[config.mk]
export PLATFORM = sky130hd
export DESIGN_NAME = cla_add32_flat
export DESIGN_NICKNAME = d
export VERILOG_FILES = /design/src/rtl/cla_add32_if.sv /design/src/rtl/cla_add32.sv /design/src/flat_wrapper.sv
export SDC_FILE = /design/constraint.sdc
export NUM_CORES = 1
export LEC_CHECK = 0
export ABC_AREA = 1
export BUFFER_PORTS_ARGS = -buffer_cell sky130_fd_sc_hd__buf_2
export CORE_AREA = 5 5 101 103
export CTS_BUF_LIST = sky130_fd_sc_hd__clkbuf_8
export CTS_CLUSTER_SIZE = 8
export DETAILED_ROUTE_END_ITERATION = 10
export DIE_AREA = 0 0 106 108
export GPL_ROUTABILITY_DRIVEN = 0
export PLACE_DENSITY = 0.77
export SLEW_MARGIN = 20
export SYNTH_ARGS = -nofsm -noshare
export SYNTH_HDL_FRONTEND = slang
export SYNTH_SLANG_ARGS = --single-unit
[constraint.sdc]
create_clock -name clk -period 2 [get_ports clk]
set_clock_uncertainty 0.15 [all_clocks]
set_input_delay 0.1 -clock clk [delete_from_list [all_inputs] [get_ports clk]]
set_output_delay 0.1 -clock clk [all_outputs]
set_load 0.005 [all_outputs]
[src/rtl/cla_add32_if.sv]
// rtl/cla_add32_if.sv - operand/result bundle for the 32-bit registered CLA adder
interface cla_add32_if;
  logic [31:0] a;
  logic [31:0] b;
  logic        c_in;
  logic [31:0] s;
  logic        c_out;
  logic [31:0] p;
  logic [31:0] g;

  modport master (output a, b, c_in, input s, c_out, p, g);
  modport slave  (input a, b, c_in, output s, c_out, p, g);
endinterface

[src/rtl/cla_add32.sv]
// rtl/cla_add32.sv - 32-bit adder, 4-bit CLA groups under a second-level lookahead, registered outputs
module cla_add32 (
  input  logic         clk,
  input  logic         rst,
  cla_add32_if.slave   bus
);
  logic [31:0] pb;
  logic [31:0] gb;
  logic [7:0]  gp;
  logic [7:0]  gg;
  logic [8:0]  gc;
  logic [31:0] bc;

  assign pb = bus.a ^ bus.b;
  assign gb = bus.a & bus.b;

  for (genvar k = 0; k < 8; k++) begin : g_grp
    assign gp[k] = &pb[4*k +: 4];
    assign gg[k] = gb[4*k+3]
                 | (pb[4*k+3] & gb[4*k+2])
                 | (pb[4*k+3] & pb[4*k+2] & gb[4*k+1])
                 | (pb[4*k+3] & pb[4*k+2] & pb[4*k+1] & gb[4*k]);
  end

  // Each group carry is a flat OR of products of GG/GP/c_in; loops unroll at elaboration.
  always_comb begin
    logic acc;
    logic prod;
    gc = '0;
    gc[0] = bus.c_in;
    for (int k = 0; k < 8; k++) begin
      acc = 1'b0;
      for (int j = 0; j <= k; j++) begin
        prod = gg[j];
        for (int m = j + 1; m <= k; m++) prod = prod & gp[m];
        acc = acc | prod;
      end
      prod = bus.c_in;
      for (int m = 0; m <= k; m++) prod = prod & gp[m];
      gc[k+1] = acc | prod;
    end
  end

  // Bit carries inside a group come straight from the group carry-in, again as flat products.
  always_comb begin
    logic acc;
    logic prod;
    bc = '0;
    for (int k = 0; k < 8; k++) begin
      for (int i = 0; i < 4; i++) begin
        acc = 1'b0;
        for (int j = 0; j < i; j++) begin
          prod = gb[4*k+j];
          for (int m = j + 1; m < i; m++) prod = prod & pb[4*k+m];
          acc = acc | prod;
        end
        prod = gc[k];
        for (int m = 0; m < i; m++) prod = prod & pb[4*k+m];
        bc[4*k+i] = acc | prod;
      end
    end
  end

  always_ff @(posedge clk) begin
    if (rst) begin
      bus.s     <= '0;
      bus.c_out <= 1'b0;
      bus.p     <= '0;
      bus.g     <= '0;
    end else begin
      bus.s     <= pb ^ bc;
      bus.c_out <= gc[8];
      bus.p     <= pb;
      bus.g     <= gb;
    end
  end
endmodule

[src/flat_wrapper.sv]
// flat-port wrapper written by rule: the top's interface ports become plain ports
module cla_add32_flat 
  (clk, rst, bus_a, bus_b, bus_c_in, bus_s, bus_c_out, bus_p, bus_g);
  cla_add32_if bus_i ();
  input  logic clk;
  input  logic rst;
  input wire logic [$bits(bus_i.a)-1:0] bus_a;
  input wire logic [$bits(bus_i.b)-1:0] bus_b;
  input wire logic [$bits(bus_i.c_in)-1:0] bus_c_in;
  output wire logic [$bits(bus_i.s)-1:0] bus_s;
  output wire logic [$bits(bus_i.c_out)-1:0] bus_c_out;
  output wire logic [$bits(bus_i.p)-1:0] bus_p;
  output wire logic [$bits(bus_i.g)-1:0] bus_g;
  assign bus_i.a = bus_a;
  assign bus_i.b = bus_b;
  assign bus_i.c_in = bus_c_in;
  assign bus_s = bus_i.s;
  assign bus_c_out = bus_i.c_out;
  assign bus_p = bus_i.p;
  assign bus_g = bus_i.g;
  cla_add32 u_core (.clk(clk), .rst(rst), .bus(bus_i));
endmodule
==> impl_metrics.env <==
export IMPL_cts_root_buf="clkbuf_8"
export IMPL_ir_drop_v=0.000387
export IMPL_period_minus_slack_ns=2.11
export IMPL_synth_nets=585
export IMPL_hold_viol_final=1
export IMPL_critical_path_startpoint="bus_b[1]"
export IMPL_hp_start="bus_a[16]"
export IMPL_worstPathArrival_ns=2.26
export IMPL_port_buffers=163
export IMPL_routed_via_density=4.61
export IMPL_io_pins=164
export IMPL_postSynthCellCount=470
export IMPL_rsz0062_at_grt="yes"
export IMPL_period_share=1.06
export IMPL_setup_tns_ns=-0.581
export IMPL_core_area_mm2=0.00911
export IMPL_status="finished with violations"
export IMPL_ys_seq_area_frac=0.482
export IMPL_die_h_um=108
export IMPL_detail_route_antenna_nets=0
export IMPL_drcViolationCount=0
export IMPL_drive_gt1_frac=0.493
export IMPL_routed_wl_um=12200
export IMPL_cts_sinks=97
export IMPL_antenna_found_initial=0
export IMPL_groute_usage_overall=0.200
export IMPL_dr_first_iter_drc_count=79
export IMPL_ys_types=28
export IMPL_worst_slew_margin_rel=0.575
export IMPL_cts_tree="done"
export IMPL_cp_required_ns=2.15
export IMPL_powerDensity_mw_per_mm2=714
export IMPL_die_w_um=106
export IMPL_critical_path_class="input pin to register"
export IMPL_pre_cts_slack_ns=-0.523
export IMPL_startpoint_type="input pin"
export IMPL_initial_core_util=0.442
export IMPL_whs_ns=-0.00132
export IMPL_grt_pass1_vias=4060
export IMPL_maxCapViolations=0
export IMPL_violations="hold timing, setup timing"
export IMPL_path_clk_slew_ns=0.10
export IMPL_post_route_util=0.728
export IMPL_area_delta_synth_final_pct=64.8
export IMPL_setup_viol_count_final=13
export IMPL_finalPower_uw=4740
export IMPL_synth_seq_cells=97
export IMPL_layout_nets=861
export IMPL_netlist_area_mm2=0.00403
export IMPL_hp_class="input pin to register"
export IMPL_vias=3977
export IMPL_cts_max_level=3
export IMPL_worst_slack_ns=-0.112
export IMPL_cts_buffer_depth=2
export IMPL_worst_path_max_fanout=3
export IMPL_leakage_uw=0.00348
export IMPL_grt_first_pass_wirelength_um=18300
export IMPL_routedWlPerCell_um=14.1
export IMPL_min_path_cells=4
export IMPL_fillCellCount=645
export IMPL_max_freq_mhz=474
export IMPL_ys_warn_count=0
export IMPL_end_kind="register"
export IMPL_first_pass_iters=4
export IMPL_cts_buffers=9
export IMPL_hpwlAfterDp_um=8420
export IMPL_die_area_mm2=0.0114
export IMPL_num_rows=35
export IMPL_grt_max_degree=56
export IMPL_hold_end="u_core.bus.s[16]"
export IMPL_tightest_slew_ns=0.638
export IMPL_grt_ovfl_total=0
export IMPL_slew_viol_final=0
export IMPL_syn_area_per_cell_um2=8.56
## registers in the layout, indices dropped and copies added (netlist names)
signal            cells
u_core.bus.p         32
u_core.bus.g         32
u_core.bus.s         32
u_core.bus.c_out      1
## synthesized netlist by cell type, drive strengths merged
| cell type | instances | area (µm²) |
|---|---|---|
| clkbuf | 10 | 37.5 |
| a211oi | 3 | 22.5 |
| and2 | 1 | 6.26 |
| or3 | 1 | 6.26 |
| ha | 40 | 500 |
| nand2 | 44 | 180 |
| nand3 | 8 | 50.1 |
| clkinv | 2 | 7.51 |
| nand4 | 3 | 18.8 |
| a21oi | 15 | 78.8 |
| xnor2 | 7 | 61.3 |
| o21ai | 28 | 144 |
| or2 | 1 | 6.26 |
| nor3 | 6 | 30.0 |
| dfxtp | 97 | 1940 |
| inv | 88 | 330 |
| xor2 | 1 | 8.76 |
| o21bai | 1 | 7.51 |
| fa | 8 | 160 |
| nand3b | 1 | 7.51 |
| nor2 | 105 | 419 |
## power by group
group | switching (µW) | leakage (µW) | total [µW] | internal (µW)
Combinational | 638 | 0.00258 | 1320 | 682
Clock | 703 | 0.000100 | 1280 | 581
Sequential | 40.7 | 0.000805 | 2130 | 2090
## routing by layer
metal / track usage / vias to the layer above / share of wire
met2: 0.384 / 142 / 0.55
met3: 0.0442 / 39 / 0.059
li1: - / 1985 / -
met4: 0.0953 / 0 / 0.032
met5: 0 / - / 0
met1: 0.206 / 1811 / 0.36
## critical path: stages
cell and delay, ns:
buf_6 0.10, ha_4 0.25, nand2_4 0.07, nand2_2 0.05, nand2_2 0.06, nand2_2 0.08, nand4_1 0.10, nand4_1 0.19
nand2_2 0.16, nand3_4 0.09, nand3_2 0.11, nand2_4 0.06, ha_4 0.17, o21ai_2 0.10, nand2_1 0.08, nand2_1 0.08
inv_2 0.05, nor2_4 0.13, o21ai_2 0.09, a21oi_2 0.13
## how the worst max path moves through the flow
stage / endpoint / slack (ns) / cells after the start
after detailed placement: u_core.bus.s[27] / -0.52 / 17
after CTS: u_core.bus.s[27] / -0.03 / 19
after global placement: u_core.bus.s[31] / -0.40 / 18
after floorplan: u_core.bus.s[15] / -0.07 / 16
after global routing: u_core.bus.s[31] / -0.27 / 20
final: u_core.bus.s[31] / -0.11 / 20
## repair_timing
| item | in CTS | in global routing |
|---|---|---|
| hold buffers | 21 | 0 |
| resized for setup | 26 | 68 |
| pin swaps | 29 | 41 |
| setup buffers | 20 | 9 |
| setup endpoints to repair | 7 | 20 |
| hold endpoints to repair | 16 | 0 |
## logic make-up after synthesis
group | synth area share
xor+xnor | 0.0174
flops | 0.482
compound gates | 0.0628
buf+inv | 0.0933
simple gates | 0.180
fa+ha+maj | 0.164
## cells in the final DEF, fill, tap and decap left out, types with 2 or more instances in the layout
| cell | netlist | final |
|---|---|---|
| buf_2 | 0 | 151 |
| dfxtp_1 | 97 | 97 |
| nor2_1 | 99 | 89 |
| buf_4 | 0 | 86 |
| inv_1 | 86 | 78 |
| nand2_1 | 38 | 28 |
| dlygate4sd3_1 | 0 | 21 |
| ha_1 | 40 | 19 |
| ha_4 | 0 | 19 |
| buf_6 | 0 | 17 |
| o21ai_0 | 27 | 16 |
| inv_2 | 2 | 12 |
| nand2_2 | 6 | 11 |
| nor2_4 | 2 | 9 |
| o21ai_2 | 1 | 9 |
| clkbuf_8 | 0 | 9 |
| a21oi_2 | 1 | 8 |
| nor2_2 | 4 | 7 |
| a21oi_1 | 14 | 6 |
| nor3_1 | 6 | 6 |
| nand2_4 | 0 | 5 |
| nand3_2 | 2 | 5 |
| xnor2_1 | 7 | 5 |
| fa_2 | 0 | 4 |
| fa_1 | 8 | 4 |
| nand4_1 | 3 | 3 |
| o21ai_1 | 0 | 3 |
| nand3_4 | 0 | 2 |
| a211oi_2 | 0 | 2 |
| xnor2_2 | 0 | 2 |
| ha_2 | 0 | 2 |
| clkinvlp_4 | 0 | 2 |
## through the flow
step,std cells,cell area (µm²)
floorplan,470,4260
global placement,796,5650
detailed placement,796,5650
CTS,853,6310
global route,862,6630
finish,863,6630
## final cells by class
cell class	count	area, µm²	area share
flip-flops and latches	97	1940	0.293
multi-input cells	273	2210	0.333
inverters	90	339	0.0511
clock buffers	9	124	0.0187
diodes	1	2.50	0.000377
clock inverters	7	72.6	0.0109
well taps	111	139	0.0209
repair buffers	275	1800	0.272
(Power assumes the default switching activity.)
